[src/rtl/shape_processor_cfg_initiator.sv]
// Bus-side initiator for the shape processor CTRL SFR: queues (shape, operation) commands,
// writes each one, samples error, reads CTRL back and classifies the outcome against a CTRL shadow.
module shape_processor_cfg_initiator #(
  parameter int                 DEPTH      = 4,
  parameter int                 SHAPE_W    = 3,
  parameter int                 SHAPE_LSB  = 0,
  parameter int                 OP_W       = 3,
  parameter int                 OP_LSB     = 8,
  parameter logic [SHAPE_W-1:0] KEEP_SHAPE = 3'h7,
  parameter logic [OP_W-1:0]    KEEP_OP    = 3'h7
) (
  input  logic               clk,
  input  logic               rst,
  input  logic               cmd_valid,
  output logic               cmd_ready,
  input  logic [SHAPE_W-1:0] cmd_shape,
  input  logic [OP_W-1:0]    cmd_operation,
  output logic               write,
  output logic [31:0]        write_data,
  output logic               read,
  input  logic [31:0]        read_data,
  input  logic               error,
  output logic               rsp_valid,
  input  logic               rsp_ready,
  output logic [1:0]         rsp_status,
  output logic [SHAPE_W-1:0] rsp_shape,
  output logic [OP_W-1:0]    rsp_operation,
  output logic               busy
);

  localparam int AW    = $clog2(DEPTH);
  localparam int CNT_W = AW + 1;
  localparam int CMD_W = SHAPE_W + OP_W;

  typedef enum logic [2:0] {
    ST_INIT_RD, ST_INIT_CAP, ST_IDLE, ST_WR, ST_WR_CHK, ST_RD, ST_RD_CAP, ST_RSP
  } state_t;

  typedef enum logic [1:0] {
    STAT_OK       = 2'd0,
    STAT_REJECTED = 2'd1,
    STAT_MISMATCH = 2'd2
  } status_t;

  state_t state;

  // Command FIFO
  logic [CMD_W-1:0] fifo_mem [DEPTH];
  logic [AW-1:0]    wr_ptr, rd_ptr;
  logic [CNT_W-1:0] count;
  logic             full, empty, push, pop;

  assign full      = (count == CNT_W'(DEPTH));
  assign empty     = (count == '0);
  assign cmd_ready = !full && (state != ST_INIT_RD) && (state != ST_INIT_CAP);
  assign push      = cmd_valid && cmd_ready;
  assign pop       = (state == ST_IDLE) && !empty;
  assign busy      = (state != ST_IDLE) || !empty;

  // NOTE: storage array has no reset; only the pointers and count need one to flush it.
  always_ff @(posedge clk) begin
    if (push) fifo_mem[wr_ptr] <= {cmd_shape, cmd_operation};
  end

  always_ff @(posedge clk) begin
    if (rst) begin
      wr_ptr <= '0;
      rd_ptr <= '0;
      count  <= '0;
    end else begin
      if (push) wr_ptr <= wr_ptr + AW'(1);
      if (pop)  rd_ptr <= rd_ptr + AW'(1);
      case ({push, pop})
        2'b10:   count <= count + CNT_W'(1);
        2'b01:   count <= count - CNT_W'(1);
        default: count <= count;
      endcase
    end
  end

  // Head of FIFO, and the write word it would produce
  logic [SHAPE_W-1:0] head_shape;
  logic [OP_W-1:0]    head_op;
  logic [31:0]        head_word;

  // NOTE: every always_comb output gets a default first so no latch is inferred.
  always_comb begin
    {head_shape, head_op} = fifo_mem[rd_ptr];
    head_word = '0;
    head_word[SHAPE_LSB +: SHAPE_W] = head_shape;
    head_word[OP_LSB +: OP_W]       = head_op;
  end

  // Latched command, captured error and CTRL shadow
  logic [SHAPE_W-1:0] cur_shape, shadow_shape, exp_shape, rb_shape;
  logic [OP_W-1:0]    cur_op, shadow_op, exp_op, rb_op;
  logic               err_q;
  status_t            status;

  assign rb_shape = read_data[SHAPE_LSB +: SHAPE_W];
  assign rb_op    = read_data[OP_LSB +: OP_W];

  // Only the two CTRL fields of the readback carry meaning
  logic unused_read_bits;
  assign unused_read_bits = ^read_data;

  always_comb begin
    exp_shape = (cur_shape == KEEP_SHAPE) ? shadow_shape : cur_shape;
    exp_op    = (cur_op == KEEP_OP) ? shadow_op : cur_op;
    if (!err_q && rb_shape == exp_shape && rb_op == exp_op)
      status = STAT_OK;
    else if (err_q && rb_shape == shadow_shape && rb_op == shadow_op)
      status = STAT_REJECTED;
    else
      status = STAT_MISMATCH;
  end

  // NOTE: sequential state uses non-blocking assignments only.
  always_ff @(posedge clk) begin
    if (rst) begin
      state         <= ST_INIT_RD;
      write         <= 1'b0;
      write_data    <= '0;
      read          <= 1'b0;
      rsp_valid     <= 1'b0;
      rsp_status    <= '0;
      rsp_shape     <= '0;
      rsp_operation <= '0;
      cur_shape     <= '0;
      cur_op        <= '0;
      shadow_shape  <= '0;
      shadow_op     <= '0;
      err_q         <= 1'b0;
    end else begin
      case (state)
        // Read strobe rises on the second INIT_RD cycle so it is never high during reset
        ST_INIT_RD: begin
          if (!read) begin
            read <= 1'b1;
          end else begin
            read  <= 1'b0;
            state <= ST_INIT_CAP;
          end
        end
        ST_INIT_CAP: begin
          shadow_shape <= rb_shape;
          shadow_op    <= rb_op;
          state        <= ST_IDLE;
        end
        ST_IDLE: begin
          if (!empty) begin
            cur_shape  <= head_shape;
            cur_op     <= head_op;
            write      <= 1'b1;
            write_data <= head_word;
            state      <= ST_WR;
          end
        end
        ST_WR: begin
          write <= 1'b0;
          state <= ST_WR_CHK;
        end
        ST_WR_CHK: begin
          err_q <= error;
          read  <= 1'b1;
          state <= ST_RD;
        end
        ST_RD: begin
          read  <= 1'b0;
          state <= ST_RD_CAP;
        end
        ST_RD_CAP: begin
          rsp_valid     <= 1'b1;
          rsp_status    <= status;
          rsp_shape     <= rb_shape;
          rsp_operation <= rb_op;
          shadow_shape  <= rb_shape;
          shadow_op     <= rb_op;
          state         <= ST_RSP;
        end
        ST_RSP: begin
          if (rsp_ready) begin
            rsp_valid <= 1'b0;
            state     <= ST_IDLE;
          end
        end
        default: state <= ST_INIT_RD;
      endcase
    end
  end

endmodule

[config.mk]
export PLATFORM = sky130hd
export DESIGN_NAME = shape_processor_cfg_initiator
export DESIGN_NICKNAME = d
export VERILOG_FILES = /design/src/rtl/shape_processor_cfg_initiator.sv
export SDC_FILE = /design/constraint.sdc
export NUM_CORES = 1
export LEC_CHECK = 0
export BUFFER_PORTS_ARGS = -buffer_cell sky130_fd_sc_hd__buf_2
export CAP_MARGIN = 20
export CORE_MARGIN = 1
export CORE_UTILIZATION = 47
export CTS_BUF_LIST = sky130_fd_sc_hd__clkbuf_16
export DETAILED_ROUTE_END_ITERATION = 8
export PLACE_DENSITY = 0.75
export SLEW_MARGIN = 25
export SYNTH_ARGS = -nofsm -noshare
export SYNTH_HDL_FRONTEND = slang
export SYNTH_SLANG_ARGS = --single-unit
[constraint.sdc]
create_clock -name clk -period 3.1 [get_ports clk]
set_input_delay 0.155 -clock clk [delete_from_list [all_inputs] [get_ports clk]]
set_output_delay 0.155 -clock clk [all_outputs]
set_load 0.05 [all_outputs]
; ---- Word-level counts from Yosys, hierarchy flattened
; Memories as Yosys holds them, arrays and structs flattened. A register that Yosys moved wholly into a read port is not among the register bits.
; Index checks and enable logic that the tools add are counted.
[totals]
n_memories = 1
reg_bits = 40
ram_bits = 24
word_cells = 86
in_bits = 43
[mem_list]
columns = memory, depth, word_bits, read_ports, rd_ports_with_merged_regs, write_ports, line_no
row1 = fifo_mem, 4, 6, 1, 1, 1, 48  ; logic [CMD_W-1:0] fifo_mem [DEPTH];
[op_classes]
muxes = 19
n_addsub = 4
n_eq_ne = 21
n_reduce_logical = 24
bitwise_logic = 1
[ops]
columns = op, n
row1 = 3-bit one-hot mux with 8 select lines, 1
row2 = "3-bit == test, second input constant", 7
row3 = 3-bit 2-to-1 mux, 5
row4 = 3-bit == test, 4
row5 = 1-bit logical AND, 8
row6 = 2-bit 2-to-1 mux, 4
row7 = "3-bit by 2-bit == test with 1-bit output, second input constant", 2
row8 = 3-bit zero test, 2
row9 = "2-bit != test, second input constant", 3
row10 = 3-bit one-hot mux with 2 select lines, 1
row11 = 2-bit AND reduction, 3
row12 = 2-bit nonzero test, 3
row13 = 3-bit nonzero test, 2
row14 = 1-bit 2-to-1 mux, 5
row15 = "2-bit by 1-bit adder with 2-bit output, second input constant", 2
row16 = 1-bit one-hot mux with 2 select lines, 2
row17 = "3-bit by 1-bit adder with 3-bit output, second input constant", 1
row18 = "3-bit by 1-bit == test with 1-bit output, second input constant", 1
row19 = 1-bit zero test, 3
row20 = "3-bit by 1-bit != test with 1-bit output, second input constant", 1
row21 = "3-bit by 2-bit != test with 1-bit output, second input constant", 1
row22 = 1-bit one-hot mux with 3 select lines, 1
row23 = 3-bit AND reduction, 1
row24 = "3-bit by 1-bit subtractor with 3-bit output, second input constant", 1
row25 = other kinds (5), 5

; ---- Logic depth before layout (Yosys ltp)
[logic_depth]
depth_word = 7
depth_mapped = 10
depth_no_buf = 10

; ---- Worst setup path before layout
; No wires, ideal clock.
[synth_path]
kind = register to register
start = reg count[1]
end = reg count[2]
path_buffers = 0
synth_period_minus_slack_ns = 2.798
stages_incl_launch_ff = 11
t_arrival_ns = 2.728
setup_ns = 0.071
slack_ns = 0.302
cell_sequence = dfxtp_1 inv_1 a31oi_1 and2_1 inv_1 ha_1 inv_1 fa_1 xor2_1 or3_1 a21oi_1
[synth_via]
elab_chain_cells = 7
elab_cells_between_ends = 14
cone_classes = 2 x add/sub / 3 x eq/ne / 1 x mux / 8 x reduce/logical
[synth_rtl]
columns = element, line_no
row1 = from (decl), 50  ; logic [CNT_W-1:0] count;
row2 = from (signal assigned), 74  ; 2'b10: count <= count + CNT_W'(1);
row3 = from (signal assigned), 75  ; 2'b01: count <= count - CNT_W'(1);
row4 = from (signal assigned), 76  ; default: count <= count;
row5 = 3-bit == test (*), 53  ; assign full = (count == CNT_W'(DEPTH));
row6 = 1-bit zero test (*), 55  ; assign cmd_ready = !full && (state != ST_INIT_RD) && (state != ST_INIT_CAP);
row7 = 1-bit logical AND (*) (2 in series), 55
row8 = via cmd_ready, 15  ; output logic cmd_ready,
row9 = 1-bit logical AND (*), 56  ; assign push = cmd_valid && cmd_ready;
row10 = 2-bit by 1-bit == test with 1-bit output or 2-bit == test (tied branches), 73  ; case ({push, pop})
row11 = 3-bit one-hot mux with 2 select lines or 2-bit nonzero test (tied branches), --
; The timed path passes the listed nets; every way through them passes the cells marked *.
; A chain may end at the register's enable or synchronous reset.

; ---- Worst setup path after layout
[layout_path]
start = reg state[1]
end = reg count[2]
[layout_via]
elab_cells_between_ends = 11
cone_classes = 4 x eq/ne / 1 x mux / 6 x reduce/logical
[layout_rtl]
columns = element, line_no
row1 = from (decl), 45  ; state_t state;
row2 = from (signal assigned), 121  ; state <= ST_INIT_RD;
row3 = from (signal assigned), 142  ; state <= ST_INIT_CAP;
row4 = from (signal assigned), 148  ; state <= ST_IDLE;
row5 = 3-bit by 2-bit == test with 1-bit output (*), 57  ; assign pop = (state == ST_IDLE) && !empty;
row6 = 1-bit logical AND (*), 57
row7 = via pop, 51  ; logic full, empty, push, pop;
row8 = 2-bit by 1-bit == test with 1-bit output or 2-bit == test (tied branches), 73
row9 = 3-bit one-hot mux with 2 select lines or 2-bit nonzero test (tied branches), --
; Marks and branches as above.

==> out/metrics.cfg <==
[flow_run]
cap_violations = 0

[route]
via_per_inst = 4.884
wl_per_cell_um = 13.07
drc = 0
drt-initial-drc-count = 75
drtAntennaViolNets = 0
drt_wl_total_um = 4849
firstDrtPassIters = 4
vias = 1812

[setup_path]
end_kind = flop
r2r_setup_slack_ns = 0.52
path_class = reg2reg
r2r_start = state[1]
arrival_ns = 2.82
cpLargestDelayFamily = simple AND/OR/NAND/NOR gates
worstPathCellList = or3b_1 > nor2_4 > ha_1 > inv_1 > fa_1 > xor2_1 > or3_1 > a21oi_1
required_ns = 3.35
r2r_cells = 8
r2r_end = count[2]
slowest_stage = dfxtp_1
path_buf_inv = 1
critPathLaunch = state[1]
cpPeakStageDelay_ns = 0.55
endpoint = count[2]
critPathLaunchType = flop
worstPathMaxFanout = 13
crit_cells = 8

[clocking]
cts_tree = built
cts_resized = 0
cts_made_buffers = 9
cts_sinks = 60
cts_setup_buffers = 0
cts.path.max_buffers = 2
clk_latency_ns = 0.32
hold_buffers = 0
clkTransAtPathRegs_ns = 0.05
root_buffer = clkbuf_16
h-tree-depth = 3

[timing]
hold_violations = 0
tns_ns = 0
worst_pin_slew_ns = 0.8428
timing.final.ws_setup_ns = 0.5227
fin_skew_ns = 0.004988
drv_slew = 0
period_minus_slack_ns = 2.577
setup_viol = 0
rsz0062_at_grt = no
holdWs_ns = 0.04615
max_freq_ghz = 0.3880
maxSlewHeadroom_pct = 43.38
post-route-period-util_pct = 83.14

[global_routing]
met2_usage_pct = 28.86
grt_overflow = 0
grt_max_degree = 36
busiest_layer = met2
antenna_found_initial = 0
grt_util_all_layers_pct = 17.61
use_met1_pct = 20.14
grt_pass1_wl_um = 8073
grt_use_met3_pct = 7.558
grt_pass1_vias = 1740

[cells_and_area]
nets = 343
num_antenna_cells = 0
drive_gt1_share_pct = 20.07
final_util_pct = 56.59
n_fill_cell = 500
final_common_cell = dfxtp_1
most-common-layout-cells = dfxtp_1, buf_2, conb_1
areaGrowthSynthToFinish_pct = 15.11

[yosys]
synth_edf_count = 24
synth.avg_cell_area_um2 = 10.66
synth_seq_area_share_pct = 52.60
synth.distinct_cells = 41
ys.flop_type = dfxtp_1
ys_seq_elements = 60
synth_warnings = 0
syn_area_um2 = 2740
synthCells = 257
async_flop_share_pct = 0

[power_and_ir_drop]
p_leak_nw = 1.255
ir_worst_vdd_uv = 444.1
power_density_nw_per_um2 = 765.5
power_mw = 2.415

[floorplanning]
rows = 27
core_area_um2 = 5574
initial_core_util_pct = 49.16
die_area_um2 = 6140
die_h_um = 78.36
num_io_pins = 88
dieWidth_um = 78.36

[min_path]
hold_class = in2reg
min_from = cmd_shape[0]

[placed_design]
portBuffers = 35
place.gp.congestion = 0.7916
dp_worst_setup_slack_ns = 0.6062
dp_hpwl_um = 3291

[status]
status = finished, final reports clean

-- cells by family (layout without fill, tap and decap cells) --
family                     Yosys count  in the layout  share of synthesized area (%)
and+or+nand+nor                     77             77                          13.84
muxes                               13             13                          7.489
xor gates and xnor gates            15             15                          4.794
AOI/OAI and AO/OA                   42             42                          8.356
buffers and inverters               43             60                          9.771
adders and majority gates            6              6                          3.014
DFF                                 60             60                          52.60
other                                1             26                         0.1369
-- worst reg2reg max path, delay by kind of cell (launching register included) --
kind,cells,cell delay [ns]
AO/OA/AOI/OAI,1,0.13
XOR/XNOR,1,0.19
buffers and inverters,1,0.06
AND/OR/NAND/NOR,3,0.99
flip-flops,1,0.55
adder cells (fa/ha/maj),2,0.59
-- cell usage after synthesis (3+ instances only) --
master    instances  area, um2
a21oi_1          20      100.1
a31oi_1           3      18.77
and3_1            4      25.02
buf_4            26      195.2
clkbuf_1          6      22.52
dfxtp_1          36      720.7
edfxtp_1         24      720.7
ha_1              5      62.56
inv_1             8      30.03
mux2i_1           7      70.07
mux4_2            6      135.1
nand2_1          25      93.84
nand3b_1          3      22.52
nand4_1           3      18.77
nor2_1           23      86.33
nor3_1            5      25.02
o21ai_0          13      65.06
xnor2_1           4      35.03
xor2_1           11      96.34
-- per-layer routing --
| layer | routed length (um) | share of wire (%) |
|---|---|---|
| met1 | 2126 | 44 |
| met2 | 2396 | 49 |
| met3 | 278 | 5.7 |
| met4 | 48 | 0.99 |
| met5 | 0 | 0 |
-- registers in the layout, indices dropped and copies added (netlist names), 2 cells and up, named ones only --
name	count
fifo_mem	24
count	3
cur_op	3
rsp_operation	3
rsp_shape	3
shadow_op	3
shadow_shape	3
state	3
cur_shape	2
rd_ptr	2
rsp_status	2
wr_ptr	2
-- area by class of cell --
cell class	instances	area (um2)	share of cell area, %
sequential	60	1441	45.70
multi-input combinational	179	1125	35.66
clock buffer	9	225.2	7.140
timing repair buffer	36	182.7	5.791
tap	72	90.09	2.856
clock inverter	7	60.06	1.904
inverter	8	30.03	0.9520
-- worst min-delay path by stage --
stage,slack [ns],to,cells after the start
2_1_floorplan,0.25,fifo_mem[0][0],0
3_3_place_gp,0.37,fifo_mem[2][1],1
3_5_place_dp,0.37,fifo_mem[2][1],1
4_1_cts,0.04,fifo_mem[2][1],1
5_1_grt,0.04,fifo_mem[2][3],1
6_report,0.05,fifo_mem[2][3],1
-- power breakdown --
part	internal [mW]	leakage, nW	switching, mW
clock	0.609	0.139	0.328
sequential	0.894	0.507	0.0754
combinational	0.164	0.609	0.345
total	1.67	1.26	0.748
-- per-stage QoR --
stage	cell area [um2]	cells
after floorplan	2834	282
after global placement	2869	355
after detailed placement	2869	355
after CTS	3154	371
after global routing	3154	371
final	3154	371
(Power assumes the default switching activity.)
